### config.mk
export PLATFORM = sky130hd
export DESIGN_NAME = mux4_scan_ctrl_flat
export DESIGN_NICKNAME = d
export VERILOG_FILES = /design/src/rtl/mux4_scan_ctrl_if.sv /design/src/rtl/mux4_scan_ctrl.sv /design/src/flat_wrapper.sv
export SDC_FILE = /design/constraint.sdc
export NUM_CORES = 1
export LEC_CHECK = 0
export ABC_AREA = 1
export ABC_CLOCK_PERIOD_IN_PS = 1350
export CAP_MARGIN = 0
export CORE_ASPECT_RATIO = 1.1
export CORE_MARGIN = 3
export CORE_UTILIZATION = 35
export CTS_CLUSTER_SIZE = 40
export DETAILED_ROUTE_END_ITERATION = 10
export GPL_ROUTABILITY_DRIVEN = 0
export HOLD_SLACK_MARGIN = 0.12
export PLACE_DENSITY = 0.57
export SYNTH_ARGS = -nofsm -noshare
export SYNTH_HDL_FRONTEND = slang
export SYNTH_SLANG_ARGS = --single-unit
### constraint.sdc
create_clock -name clk -period 1.35 [get_ports clk]
set_clock_uncertainty 0.1 [all_clocks]
set_input_delay 0.27 -clock clk [delete_from_list [all_inputs] [get_ports clk]]
set_output_delay 0.27 -clock clk [all_outputs]
set_load 0.01 [all_outputs]
### src/rtl/mux4_scan_ctrl_if.sv
// Word transfer bundle between the scan controller and its consumer.
// The producer drives word_out/valid, the consumer answers with ready.
interface mux4_scan_ctrl_if;
  logic [3:0] word_out;
  logic       valid;
  logic       ready;

  modport master (
    output word_out,
    output valid,
    input  ready
  );

  modport slave (
    input  word_out,
    input  valid,
    output ready
  );
endinterface

### src/rtl/mux4_scan_ctrl.sv
// Steps a downstream mux4 through its four inputs.
// It samples each channel and hands the assembled word over a valid/ready link.
module mux4_scan_ctrl #(
  parameter int unsigned SETTLE     = 2,
  parameter bit          CONTINUOUS = 1'b0
) (
  input  logic                    clk,
  input  logic                    rst,
  input  logic                    start,
  input  logic                    abort,
  input  logic                    data_in,
  output logic                    sel1,
  output logic                    sel2,
  output logic                    busy,
  output logic [7:0]              frame_cnt,
  mux4_scan_ctrl_if.master        bus
);

  typedef enum logic [1:0] {
    IDLE = 2'd0,
    SCAN = 2'd1,
    HOLD = 2'd2
  } state_t;

  localparam logic [3:0] LAST = 4'(SETTLE - 1);

  state_t     state, state_n;
  logic [1:0] ch, ch_n;
  logic [3:0] cnt, cnt_n;
  logic [3:0] shadow, shadow_n;
  logic [3:0] word, word_n;
  logic       valid, valid_n;
  logic [7:0] frame_n;
  logic [1:0] sel, sel_n;
  logic       busy_n;

  assign bus.word_out = word;
  assign bus.valid    = valid;
  assign sel1         = sel[1];
  assign sel2         = sel[0];

  always_ff @(posedge clk or posedge rst) begin
    if (rst) begin
      state     <= IDLE;
      ch        <= 2'd0;
      cnt       <= 4'd0;
      shadow    <= 4'd0;
      word      <= 4'd0;
      valid     <= 1'b0;
      frame_cnt <= 8'd0;
      sel       <= 2'd0;
      busy      <= 1'b0;
    end else begin
      state     <= state_n;
      ch        <= ch_n;
      cnt       <= cnt_n;
      shadow    <= shadow_n;
      word      <= word_n;
      valid     <= valid_n;
      frame_cnt <= frame_n;
      sel       <= sel_n;
      busy      <= busy_n;
    end
  end

  always_comb begin
    state_n  = state;
    ch_n     = ch;
    cnt_n    = cnt;
    shadow_n = shadow;
    word_n   = word;
    valid_n  = valid;
    frame_n  = frame_cnt;
    if (abort) begin
      state_n  = IDLE;
      ch_n     = 2'd0;
      cnt_n    = 4'd0;
      shadow_n = 4'd0;
      valid_n  = 1'b0;
    end else begin
      unique case (1'b1)
        (state == IDLE): begin
          if (start) begin
            state_n = SCAN;
            ch_n    = 2'd0;
            cnt_n   = 4'd0;
          end
        end
        (state == SCAN): begin
          if (cnt == LAST) begin
            cnt_n        = 4'd0;
            shadow_n[ch] = data_in;
            if (ch == 2'd3) begin
              // final bit bypasses the shadow so the word is whole on HOLD entry
              word_n  = {data_in, shadow[2:0]};
              valid_n = 1'b1;
              state_n = HOLD;
            end else begin
              ch_n = ch + 2'd1;
            end
          end else begin
            cnt_n = cnt + 4'd1;
          end
        end
        (state == HOLD): begin
          if (bus.ready) begin
            valid_n = 1'b0;
            frame_n = frame_cnt + 8'd1;
            ch_n    = 2'd0;
            cnt_n   = 4'd0;
            state_n = CONTINUOUS ? SCAN : IDLE;
          end
        end
        default: state_n = IDLE;
      endcase
    end
    // selects and busy are registered from the next state so they never glitch
    sel_n  = (state_n == SCAN) ? ch_n : 2'd0;
    busy_n = (state_n != IDLE);
  end

endmodule
### src/flat_wrapper.sv
// flat-port wrapper written by rule: the top's interface ports become plain ports
module mux4_scan_ctrl_flat 
#(
  parameter int unsigned SETTLE     = 2,
  parameter bit          CONTINUOUS = 1'b0
)
  (clk, rst, start, abort, data_in, sel1, sel2, busy, frame_cnt, bus_word_out, bus_valid, bus_ready);
  mux4_scan_ctrl_if bus_i ();
  input  logic clk;
  input  logic rst;
  input  logic start;
  input  logic abort;
  input  logic data_in;
  output logic sel1;
  output logic sel2;
  output logic busy;
  output logic [7:0] frame_cnt;
  output wire logic [$bits(bus_i.word_out)-1:0] bus_word_out;
  output wire logic [$bits(bus_i.valid)-1:0] bus_valid;
  input wire logic [$bits(bus_i.ready)-1:0] bus_ready;
  assign bus_word_out = bus_i.word_out;
  assign bus_valid = bus_i.valid;
  assign bus_i.ready = bus_ready;
  mux4_scan_ctrl #(.SETTLE(SETTLE), .CONTINUOUS(CONTINUOUS)) u_core (.clk(clk), .rst(rst), .start(start), .abort(abort), .data_in(data_in), .sel1(sel1), .sel2(sel2), .busy(busy), .frame_cnt(frame_cnt), .bus(bus_i));
endmodule
==> results of run 1 <==
state kept, by name (all words and copies together) (netlist names):
| name | flops |
|---|---|
| u_core.busy | 1 |
| u_core.bus.valid | 1 |
| u_core.state | 2 |
| u_core.cnt | 4 |
| u_core.sel | 2 |
| u_core.frame_cnt | 8 |
| u_core.ch | 2 |
| u_core.shadow | 3 |
| u_core.bus.word_out | 4 |
where the power goes:
part | internal [mW] | switching, mW
combinational | 0.108 | 0.142
sequential | 0.825 | 0.0110
clock | 0.211 | 0.233
layout by cell type, fill, tap and decap left out, drive strengths merged, types with 4 or more instances in the layout:
cell and count:
buf 27, o21ai 11, clkdlybuf4s50 5, xor2 6, dfrtp 27, nand4 4
nor2 16, clkdlybuf4s15 5, nand3 19, clkbuf 4, dlygate4sd2 11, nand2 50
inv 28
kinds of logic after synthesis:
| group | count (synthesis) | share of synthesized area |
|---|---|---|
| AOI/OAI and AO/OA | 16 | 0.0672 |
| DFF | 27 | 0.471 |
| and+or+nand+nor | 88 | 0.313 |
| adders and majority gates | 3 | 0.0262 |
| xor gates and xnor gates | 6 | 0.0366 |
| buffers and inverters | 30 | 0.0855 |
layer usage:
metal  global-route usage  vias to the layer above  wire [µm]
met5                    0                        -          0
met4               0.0473                        0         41
met3               0.0185                        5         86
met2                0.264                       21       1690
met1                0.162                      597       1450
li1                     -                      632          -
synthesized netlist by cell type:
library cell / n
nand2_1: 49
inv_1: 29
dfrtp_1: 27
nand3_1: 15
nor2_1: 11
o21ai_1: 6
xor2_1: 6
o21ai_0: 5
nand4_1: 4
ha_1: 3
nand3_4: 3
nor2_4: 3
a21oi_1: 2
a21boi_0: 1
a21oi_4: 1
clkbuf_8: 1
nand2_4: 1
nor2_2: 1
nor2_8: 1
o31ai_1: 1
final cells by class:
class                   count  area [µm²]  area share
repair buffers             48         439       0.209
multi-input cells         114         759       0.362
clock buffers               4        45.0      0.0215
well taps                  50        62.6      0.0298
inverters                  29         114      0.0543
flip-flops and latches     27         677       0.323
what timing repair did:
item | 4_1_cts | 5_1_grt
hold buffers | 0 | 0
buffers inserted | 1 | 9
pin swaps | 6 | 13
endpoints found under the setup margin | 24 | 27
gates cloned | 0 | 1
gates resized for setup | 28 | 34
worst max path at each step:
stage	start	slack, ps	cells after the start	endpoint
after floorplan	u_core.cnt[1]$_DFFE_PP0P_	-10	7	u_core.busy$_DFF_PP0_
after global placement	bus_ready	-180	6	u_core.sel[0]$_DFF_PP0_
after detailed placement	bus_ready	-180	5	u_core.frame_cnt[2]$_DFFE_PP0P_
after CTS	u_core.cnt[1]$_DFFE_PP0P_	-80	7	u_core.busy$_DFF_PP0_
after global routing	u_core.cnt[1]$_DFFE_PP0P_	-140	7	u_core.busy$_DFF_PP0_
final	u_core.cnt[1]$_DFFE_PP0P_	-70	7	u_core.busy$_DFF_PP0_
through the flow:
stage / utilization / hold slack (ps)
finish: 0.552 / 224
global route: 0.552 / 231
CTS: 0.506 / 224
detailed placement: 0.486 / 384
global placement: 0.486 / 381
floorplan: - / 223
worst max-delay path: cells and delay by family (launching register included):
kind,cells,cell delay [ps]
buf+inv,2,160
compound gates,1,210
fa+ha+maj,1,180
simple gates,3,260
flops,1,390
==> run_results.csv, run 1 <==
group,metric,value,unit
run,cap_viol_max_count,0,
global_routing,grt_first_pass_wirelength,5.31,mm
drt,viasPerCell,4.61,
drt,routed-via-count,1255,
global_routing,gr-total-overflow,0,
clocking,tritoncts,"yes",
placement,io_buffer_count,21,
sta,fin_ws,-65.3,ps
sta,worst_pin_slew,300,ps
clocking,clock-sinks,27,
yosys,seq_area_frac_synth,0.471,
drt,drt_iter0_drc,46,
yosys,synth_fp_nets,179,
yosys,ys_ff_latch,27,
critical_path,crit_arrival,1460,ps
worst_hold_path,min_path_type,"in2async",
critical_path,r2r_start,"u_core.cnt[1]$_DFFE_PP0P_",
critical_path,r2r-end,"u_core.busy$_DFF_PP0_",
drt,antenna_left,0,
sta,fin_setup_tns,-344,ps
yosys,syn_area,1430,µm²
critical_path,startpoint_type,"register",
sta,hold_viol,0,
sta,maxSlewViolCount,0,
critical_path,critPathMaxFanout,4,
placement,dp_cells,257,
run_status,status,"finished, violations left",
final_layout,diodes,0,
clocking,htree_levels,1,
final_layout,finalInstanceArea,2100,µm²
critical_path,reg2reg_depth,7,
final_layout,fin_nets,232,
yosys,yosysUniqueCellTypes,20,
critical_path,cpMaxStageDelayCell,"dfrtp_1",
critical_path,worstSetupPathType,"reg2reg",
yosys,synthTopCellsByArea,"dfrtp_1 47%, nand2_1 13%, inv_1 7.6%",
clocking,clk_latency,260,ps
die,die_w,67.0,µm
pwr,total_power,1.53,mW
placement,dpl.hpwl,2.33,mm
clocking,clock_path_buffers,2,
final_layout,n_fill_cell,355,
sta,period_share,1.05,
sta,rsz0062_at_grt,"true",
yosys,synth_area_leader_cell,"dfrtp_1",
sta,fmax,0.707,GHz
run_status,violations,"negative setup slack",
sta,setup_viol,10,
placement,dpl-instance-area,1850,µm²
critical_path,cp.required,1400,ps
critical_path,r2r_slack,-70,ps
pwr,leakagePower,1.09,nW
pwr,power_density,729,nW/µm²
yosys,avgSynthCellArea,8.43,µm²
die,initial_core_util,0.377,
sta,period_needed,1420,ps
die,dieHeight,73.1,µm
pwr,peakVddDrop,0.493,mV
critical_path,setup.worst_path.end_class,"register",
global_routing,grt_pass1_vias,1203,
clocking,cts_buffers,3,
drt,drt-wirelength-per-cell,12.0,µm
die,die-area,4900,µm²
critical_path,max_stage_delay,390,ps
global_routing,gr-usage-all-layers,0.141,
die,coreArea,3800,µm²
yosys,netlist_instances,170,
clocking,clk_pin_slew_worst_paths,90,ps
clocking,root_buffer,"clkbuf_8",
drt,drtPass1Iterations,4,
yosys,ys_warn_count,0,
final_layout,synthToLayoutAreaGrowth,46.2,%
global_routing,antenna_found_initial,0,
critical_path,crit_chain,"inv_1 > ha_2 > nand3_4 > clkinv_4 > nand2_4 > a21oi_4 > nand3_2",
die,ios,22,
sta,max_slew_margin,0.799,
final_layout,drive_gt1_frac,0.324,
drt,remaining_drc_errors,0,
placement,pre_cts_slack,-183,ps
global_routing,grt_max_degree,28,
yosys,synth_top_area_share,0.471,
drt,wirelength,3.27,mm
final_layout,fin_cells,272,
die,rows,23,
Power figures use the tool's default switching activity.
==> inputs of run 2 (changes only) <==
--- a/config.mk
+++ b/config.mk
@@ -16,6 +16,7 @@
 export GPL_ROUTABILITY_DRIVEN = 0
 export HOLD_SLACK_MARGIN = 0.12
 export PLACE_DENSITY = 0.57
+export SLEW_MARGIN = 25
 export SYNTH_ARGS = -nofsm -noshare
 export SYNTH_HDL_FRONTEND = slang
 export SYNTH_SLANG_ARGS = --single-unit
==> results of run 2 <==
No change in the layout: final DEF, timing and power equal those of run 1.
